File: src/rtl/uart_rx.sv
// 8N1 UART receiver. Samples a 2-flop synchronized line at mid-bit and emits
// one-cycle rx_valid / frame_err pulses per frame.
module uart_rx #(
  parameter int unsigned CLKS_PER_BIT = 434
) (
  input  logic       clk_50m,
  input  logic       rst_n,
  input  logic       uart_rxd,
  output logic [7:0] rx_data,
  output logic       rx_valid,
  output logic       frame_err,
  output logic       rx_busy
);

  localparam int unsigned CNT_W = (CLKS_PER_BIT > 1) ? $clog2(CLKS_PER_BIT) : 1;
  localparam logic [CNT_W-1:0] HALF_LAST = CNT_W'(CLKS_PER_BIT / 2 - 1);
  localparam logic [CNT_W-1:0] BIT_LAST  = CNT_W'(CLKS_PER_BIT - 1);

  typedef enum logic [1:0] {IDLE, START, DATA, STOP} state_e;

  state_e           state_q, state_d;
  logic [CNT_W-1:0] cnt_q, cnt_d;
  logic [2:0]       idx_q, idx_d;
  logic [7:0]       shift_q, shift_d;
  logic [7:0]       data_q, data_d;
  logic             valid_q, valid_d;
  logic             ferr_q, ferr_d;

  logic       meta_q, rxd_s_q, rxd_prev_q, fall_q;
  logic [2:0] sync_vld_q;

  // sync_vld_q marks when meta/sync/prev all hold real line samples, so a line
  // already low when reset releases never looks like a falling edge.
  always_ff @(posedge clk_50m) begin
    if (!rst_n) begin
      meta_q     <= 1'b1;
      rxd_s_q    <= 1'b1;
      rxd_prev_q <= 1'b1;
      sync_vld_q <= '0;
      fall_q     <= 1'b0;
    end else begin
      meta_q     <= uart_rxd;
      rxd_s_q    <= meta_q;
      rxd_prev_q <= rxd_s_q;
      sync_vld_q <= {sync_vld_q[1:0], 1'b1};
      fall_q     <= sync_vld_q[2] & rxd_prev_q & ~rxd_s_q;
    end
  end

  always_ff @(posedge clk_50m) begin
    if (!rst_n) begin
      state_q <= IDLE;
      cnt_q   <= '0;
      idx_q   <= '0;
      shift_q <= '0;
      data_q  <= '0;
      valid_q <= 1'b0;
      ferr_q  <= 1'b0;
    end else begin
      state_q <= state_d;
      cnt_q   <= cnt_d;
      idx_q   <= idx_d;
      shift_q <= shift_d;
      data_q  <= data_d;
      valid_q <= valid_d;
      ferr_q  <= ferr_d;
    end
  end

  always_comb begin
    state_d = state_q;
    cnt_d   = cnt_q;
    idx_d   = idx_q;
    shift_d = shift_q;
    data_d  = data_q;
    valid_d = 1'b0;
    ferr_d  = 1'b0;
    unique case (state_q)
      IDLE: begin
        if (fall_q) begin
          state_d = START;
          cnt_d   = '0;
        end
      end
      START: begin
        if (cnt_q == HALF_LAST) begin
          cnt_d = '0;
          if (!rxd_s_q) begin
            state_d = DATA;
            idx_d   = '0;
          end else begin
            state_d = IDLE;
          end
        end else begin
          cnt_d = cnt_q + CNT_W'(1);
        end
      end
      DATA: begin
        if (cnt_q == BIT_LAST) begin
          cnt_d          = '0;
          shift_d[idx_q] = rxd_s_q;
          if (idx_q == 3'd7) state_d = STOP;
          else               idx_d   = idx_q + 3'd1;
        end else begin
          cnt_d = cnt_q + CNT_W'(1);
        end
      end
      STOP: begin
        if (cnt_q == BIT_LAST) begin
          cnt_d   = '0;
          state_d = IDLE;
          if (rxd_s_q) begin
            data_d  = shift_q;
            valid_d = 1'b1;
          end else begin
            ferr_d  = 1'b1;
          end
        end else begin
          cnt_d = cnt_q + CNT_W'(1);
        end
      end
      default: state_d = IDLE;
    endcase
  end

  assign rx_data   = data_q;
  assign rx_valid  = valid_q;
  assign frame_err = ferr_q;
  assign rx_busy   = (state_q != IDLE);

endmodule
File: config.mk
export PLATFORM = sky130hd
export DESIGN_NAME = uart_rx
export DESIGN_NICKNAME = d
export VERILOG_FILES = /design/src/rtl/uart_rx.sv
export SDC_FILE = /design/constraint.sdc
export NUM_CORES = 1
export LEC_CHECK = 0
export BUFFER_PORTS_ARGS = -buffer_cell sky130_fd_sc_hd__buf_2
export CELL_PAD_IN_SITES_DETAIL_PLACEMENT = 1
export CELL_PAD_IN_SITES_GLOBAL_PLACEMENT = 2
export CORE_ASPECT_RATIO = 0.5
export CORE_MARGIN = 3
export CORE_UTILIZATION = 39
export DETAILED_ROUTE_END_ITERATION = 10
export GPL_TIMING_DRIVEN = 0
export MAX_ROUTING_LAYER = met4
export PLACE_DENSITY = 0.88
export SLEW_MARGIN = 0
export SYNTH_ARGS = -nofsm -noshare
export SYNTH_HDL_FRONTEND = slang
export SYNTH_SLANG_ARGS = --single-unit
export TNS_END_PERCENT = 1
File: constraint.sdc
create_clock -name clk_50m -period 5 [get_ports clk_50m]
set_input_delay 0.25 -clock clk_50m [delete_from_list [all_inputs] [get_ports clk_50m]]
set_output_delay 0.25 -clock clk_50m [all_outputs]
set_load 0.005 [all_outputs]
* Word-level counts from Yosys, hierarchy flattened *
Index checks and enable logic that the tools add are counted.

storage, ports and cells
  RAM bits = 0
  register bits = 39
  bits in latches = 0
  word-level logic and storage cells = 65
  output and inout bits = 11
  bits of input ports = 3
  ROM bits = 0
  memories kept = 0

operators by class
  eq/ne operators = 13
  $add $sub $neg = 2
  reductions and logical operators = 10
  shifts and indexed selects = 0
  muxes and demuxes = 22
  bitwise gates (word level) = 3
  $mul = 0
  magnitude comparators = 2
  div/mod/pow operators = 0

operator list
  cell                                                                count
  two-way mux 9 bit                                                   3
  case mux 9 bit (3 select lines)                                     1
  != test 2 bit (second input constant)                               7
  two-way mux 2 bit                                                   6
  two-way mux 3 bit                                                   4
  AND reduction 5 bit                                                 2
  adder 9 x 1 -> 9 bit (second input constant)                        1
  equality test 9 x 8 -> 1 bit (second input constant)                1
  equality test 9 bit (second input constant)                         1
  bitwise mux 8 bit                                                   1
  case mux 2 bit (4 select lines)                                     1
  case mux 3 bit (2 select lines)                                     1
  AND reduction 3 bit                                                 2
  equality test 2 bit (second input constant)                         2
  < comparator 3 x 4 -> 1 bit (second input constant)                 1
  two-way mux 1 bit                                                   4
  nonzero test 2 bit                                                  2
  adder 3 x 1 -> 3 bit (second input constant)                        1
  demux 1 bit (select 3 bit)                                          1
  equality test 3 bit (second input constant)                         1
  greater-or-equal comparator 3 x 1 -> 1 bit (second input constant)  1
  bitwise AND 1 bit                                                   2
  equality test 2 x 1 -> 1 bit (second input constant)                1
  logical NOT 2 bit                                                   1
  4 further kinds                                                     4

* Longest topological paths before layout *
  depth in word-level cells = 5
  mapped depth = 7
  mapped depth without buffers = 6

* Worst setup path before layout *
No wires, ideal clock.

  path kind = register to register
  from = reg cnt_q[2]
  to = reg data_q[0] (netlist: rx_data[0])
  arrival time = 1664 ps
  path slack = 3209 ps
  stages on the path, launching flop included = 6
  path buffers = 1
  period minus slack after synthesis = 1791 ps
  path through = dfxtp_1 or4b_1 buf_6 nor3_4 mux2i_1 nor2_1

on the way
  cells in the longest elaborated chain, start to end = 2

RTL lines
  element                               line  source
  start, declared                       22    logic [CNT_W-1:0] cnt_q, cnt_d;
  start signal, assigned                61    cnt_q <= cnt_d;
  equality test 9 bit                   109   if (cnt_q == BIT_LAST) begin
  AND reduction 3 bit (no source line)  -
  end signal, assigned                  64    data_q <= data_d;
  end, declared                         25    logic [7:0] data_q, data_d;

Every way passes these cells.
A chain may end at the register's enable or synchronous reset.

* Worst setup path after layout *
  from = reg cnt_q[0]
  to = reg cnt_q[3]

on the way
  cells in the longest elaborated chain, start to end = 3
  elaborated cells on any way between the ends = 6
  those cells by class = 1 x add/sub; 2 x eq/ne; 3 x mux

RTL lines
  element                                             line          source
  adder 9 x 1 -> 9 bit, or another cell as far along  95, 105, 119
  two-way mux 9 bit (on tied branches)                99, 109, 86
  case mux 9 bit (3 select lines) (*)                 78            unique case (state_q)

Mark *: on every way between the ends. The rest lies on a longest branch, timed or not.

==> qor.yml <==
arrival_ns: 2.46
slew_headroom_pct: 32.5
synth_area_leader_cell: "dfxtp_1"
cts_hold_buf: 0
hold-worst-slack_ns: 0.0571
portBuffers: 13
yosys-top-cells-area: "dfxtp_1, mux2i_1, nand2_1"
worst_pin_slew_ns: 0.998
row_count: 16
p_sw_share_pct: 22.5
synthesis.nets: 211
place_congestion: 0.822
slowest_stage: "nor4b_1"
synth-seq-area-share_pct: 43.2
cts_tree: "built"
overflow: 0
synth_seq_cells: 39
rsz0062_at_grt: "false"
track_usage_pct: 20.2
ys_warn_count: 0
cts_root_buf: "clkbuf_8"
hold_viol: 0
final_layout_size_suffix_gt1_share_pct: 11.2
grt_pass1_vias: 1728
fp.dieW_um: 102
period_share_pct: 45.4
slew_violations: 0
cts_sinks: 39
drc: 0
critPathLaunchType: "flip-flop"
comb_power_share_pct: 2.3
crit_type: "reg -> reg"
clk_latency_ns: 0.30
initial_core_util_pct: 43.4
avgSynthCellArea_um2: 8.90
synth_edf_count: 0
drt_iter0_markers: 69
status: "finished clean"
end_kind: "flip-flop"
ioPinCount: 14
clock_skew_ns: 0.00724
worstPathCellList: "inv_1 > ha_1 > nor4b_1 > a211o_1 > clkbuf_1 > a21oi_1 > a32o_1"
wire_per_inst_um: 17.0
internal_power_mw: 0.468
cpPeakStageDelay_ns: 0.47
max_freq_ghz: 0.441
switchingPower_mw: 0.136
synthFlopType: "dfxtp_1"
synth_common_cells: "dfxtp_1, nand2_1, nor2_1"
htree_levels: 2
antenna_found_initial: 0
synth_most_common_cell: "dfxtp_1"
yosysTopAreaCellShare_pct: 43.2
fin_crit_ns: 2.27
cts.clk_slew.worst_paths_ns: 0.09
timing.rr.start: "cnt_q[0]"
total_leakage_power_nw: 0.764
syn_inst: 203
die_area_um2: 5540
yosysUniqueCellTypes: 42
setup_viol: 0
cts_buffers: 5
syn_area_um2: 1810
synthArstFlopShare_pct: 0
min_from: "rst_n"
crit_fanout: 10
antenna_cells: 0
drt-pass1-iter-count: 4
cts_setup_buffers: 0
p_clk_share_pct: 45.7
core_area_um2: 4160
vdd_ir_drop_max_v: 0.000139
cts_resized: 0
dpl.hpwl_mm: 3.35
cp-startpoint: "cnt_q[0]"
ant_nets: 0
final.fill_count: 510
maxCapViolCount: 0
ctsLongestPathBuffers: 2
fp.dieH_um: 54.1
hold_class: "in -> reg"
required_ns: 5.19
via_per_inst: 5.76
area.growth.synth_to_final_pct: 13.8
grt_max_degree: 15
pwr-share-seq_pct: 52.0
grt_pass1_wl_mm: 8.16
p_per_area_nw_per_um2: 293
nets: 231
vias: 1600
drt_wl_total_mm: 4.72
fin_util_pct: 49.4
tns_ns: 0
stage by stage:
step	setup WS, ns	total power, mW	cells	cell area [um^2]
final	2.73	0.603	278	2060
after global routing	2.51	0.625	278	2060
after CTS	2.71	0.611	278	2060
after detailed placement	2.73	0.335	270	1940
after global placement	2.77	0.334	270	1940
after floorplan	3.21	0.329	203	1810
final timing paths:
path / endpoint / slack [ns] / cells past startpoint
max: cnt_q[3] / 2.73 / 7
min: sync_vld_q[0] / 0.06 / 1
max reg2reg: cnt_q[3] / 2.73 / 7
min reg2reg: rxd_s_q / 0.42 / 1
sequential cells by signal, summed over array words and instances (netlist names), named ones only:
| name | cells |
|---|---|
| cnt_q | 9 |
| rx_data | 8 |
| shift_q | 8 |
| idx_q | 3 |
| sync_vld_q | 3 |
| fall_q | 1 |
| frame_err | 1 |
| meta_q | 1 |
| rx_valid | 1 |
| rxd_prev_q | 1 |
| rxd_s_q | 1 |
| state_q | 1 |
routing by layer:
layer  vias up  global-route usage [%]  share of wire [%]
met5         -                       -                  0
met4         0                    7.41                2.1
met3        11                    5.43                3.5
met2        30                    33.1                 47
met1       783                    24.2                 48
li1        776                       -                  -
cells in the final DEF (no fill, tap or decap), types with 3 or more instances in the layout:
cell / n
a21oi_1: 10
a22o_1: 3
a32o_1: 3
and2_1: 5
buf_2: 14
clkbuf_1: 6
clkbuf_8: 5
dfxtp_1: 39
ha_1: 5
inv_1: 8
mux2i_1: 14
nand2_1: 22
nand2b_1: 5
nand3_1: 14
nand4_1: 3
nor2_1: 17
nor3_1: 3
nor4_1: 3
o21a_1: 3
o21ai_0: 3
or3_1: 4
power by group through the flow:
stage	clock network (mW)	registers (mW)	logic [mW]
after detailed placement	0	0.321	0.0138
after floorplan	0	0.321	0.00850
after global placement	0	0.321	0.0135
after CTS	0.283	0.314	0.0139
final	0.276	0.314	0.0138
after global routing	0.296	0.314	0.0156
area by class of cell:
type / instances / area [um^2] / share of cell area (%)
Buffer: 10 / 53.8 / 2.62
Clock buffer: 5 / 68.8 / 3.35
Clock inverter: 3 / 47.5 / 2.31
Inverter: 8 / 30.0 / 1.46
Multi-Input combinational cell: 146 / 942 / 45.8
Sequential cell: 39 / 781 / 38.0
Tap cell: 54 / 67.6 / 3.29
Timing Repair Buffer: 13 / 65.1 / 3.16
cell families (layout without fill, tap and decap cells):
group	count (synthesis)	in the layout	share of synthesized area (%)
and+or+nand+nor	88	88	25.4
buffers and inverters	18	39	4.64
muxes	14	14	7.76
AOI/OAI and AO/OA	39	39	15.5
DFF	39	39	43.2
adders and majority gates	5	5	3.46
worst max-delay path, delay by kind of cell (launching register included):
kind	cells	cell delay [ns]
AOI/OAI and AO/OA	3	0.67
buffers and inverters	2	0.52
and+or+nand+nor	1	0.47
DFF	1	0.35
adders and majority gates	1	0.15
Note: power is estimated with default switching activity, not from simulation.
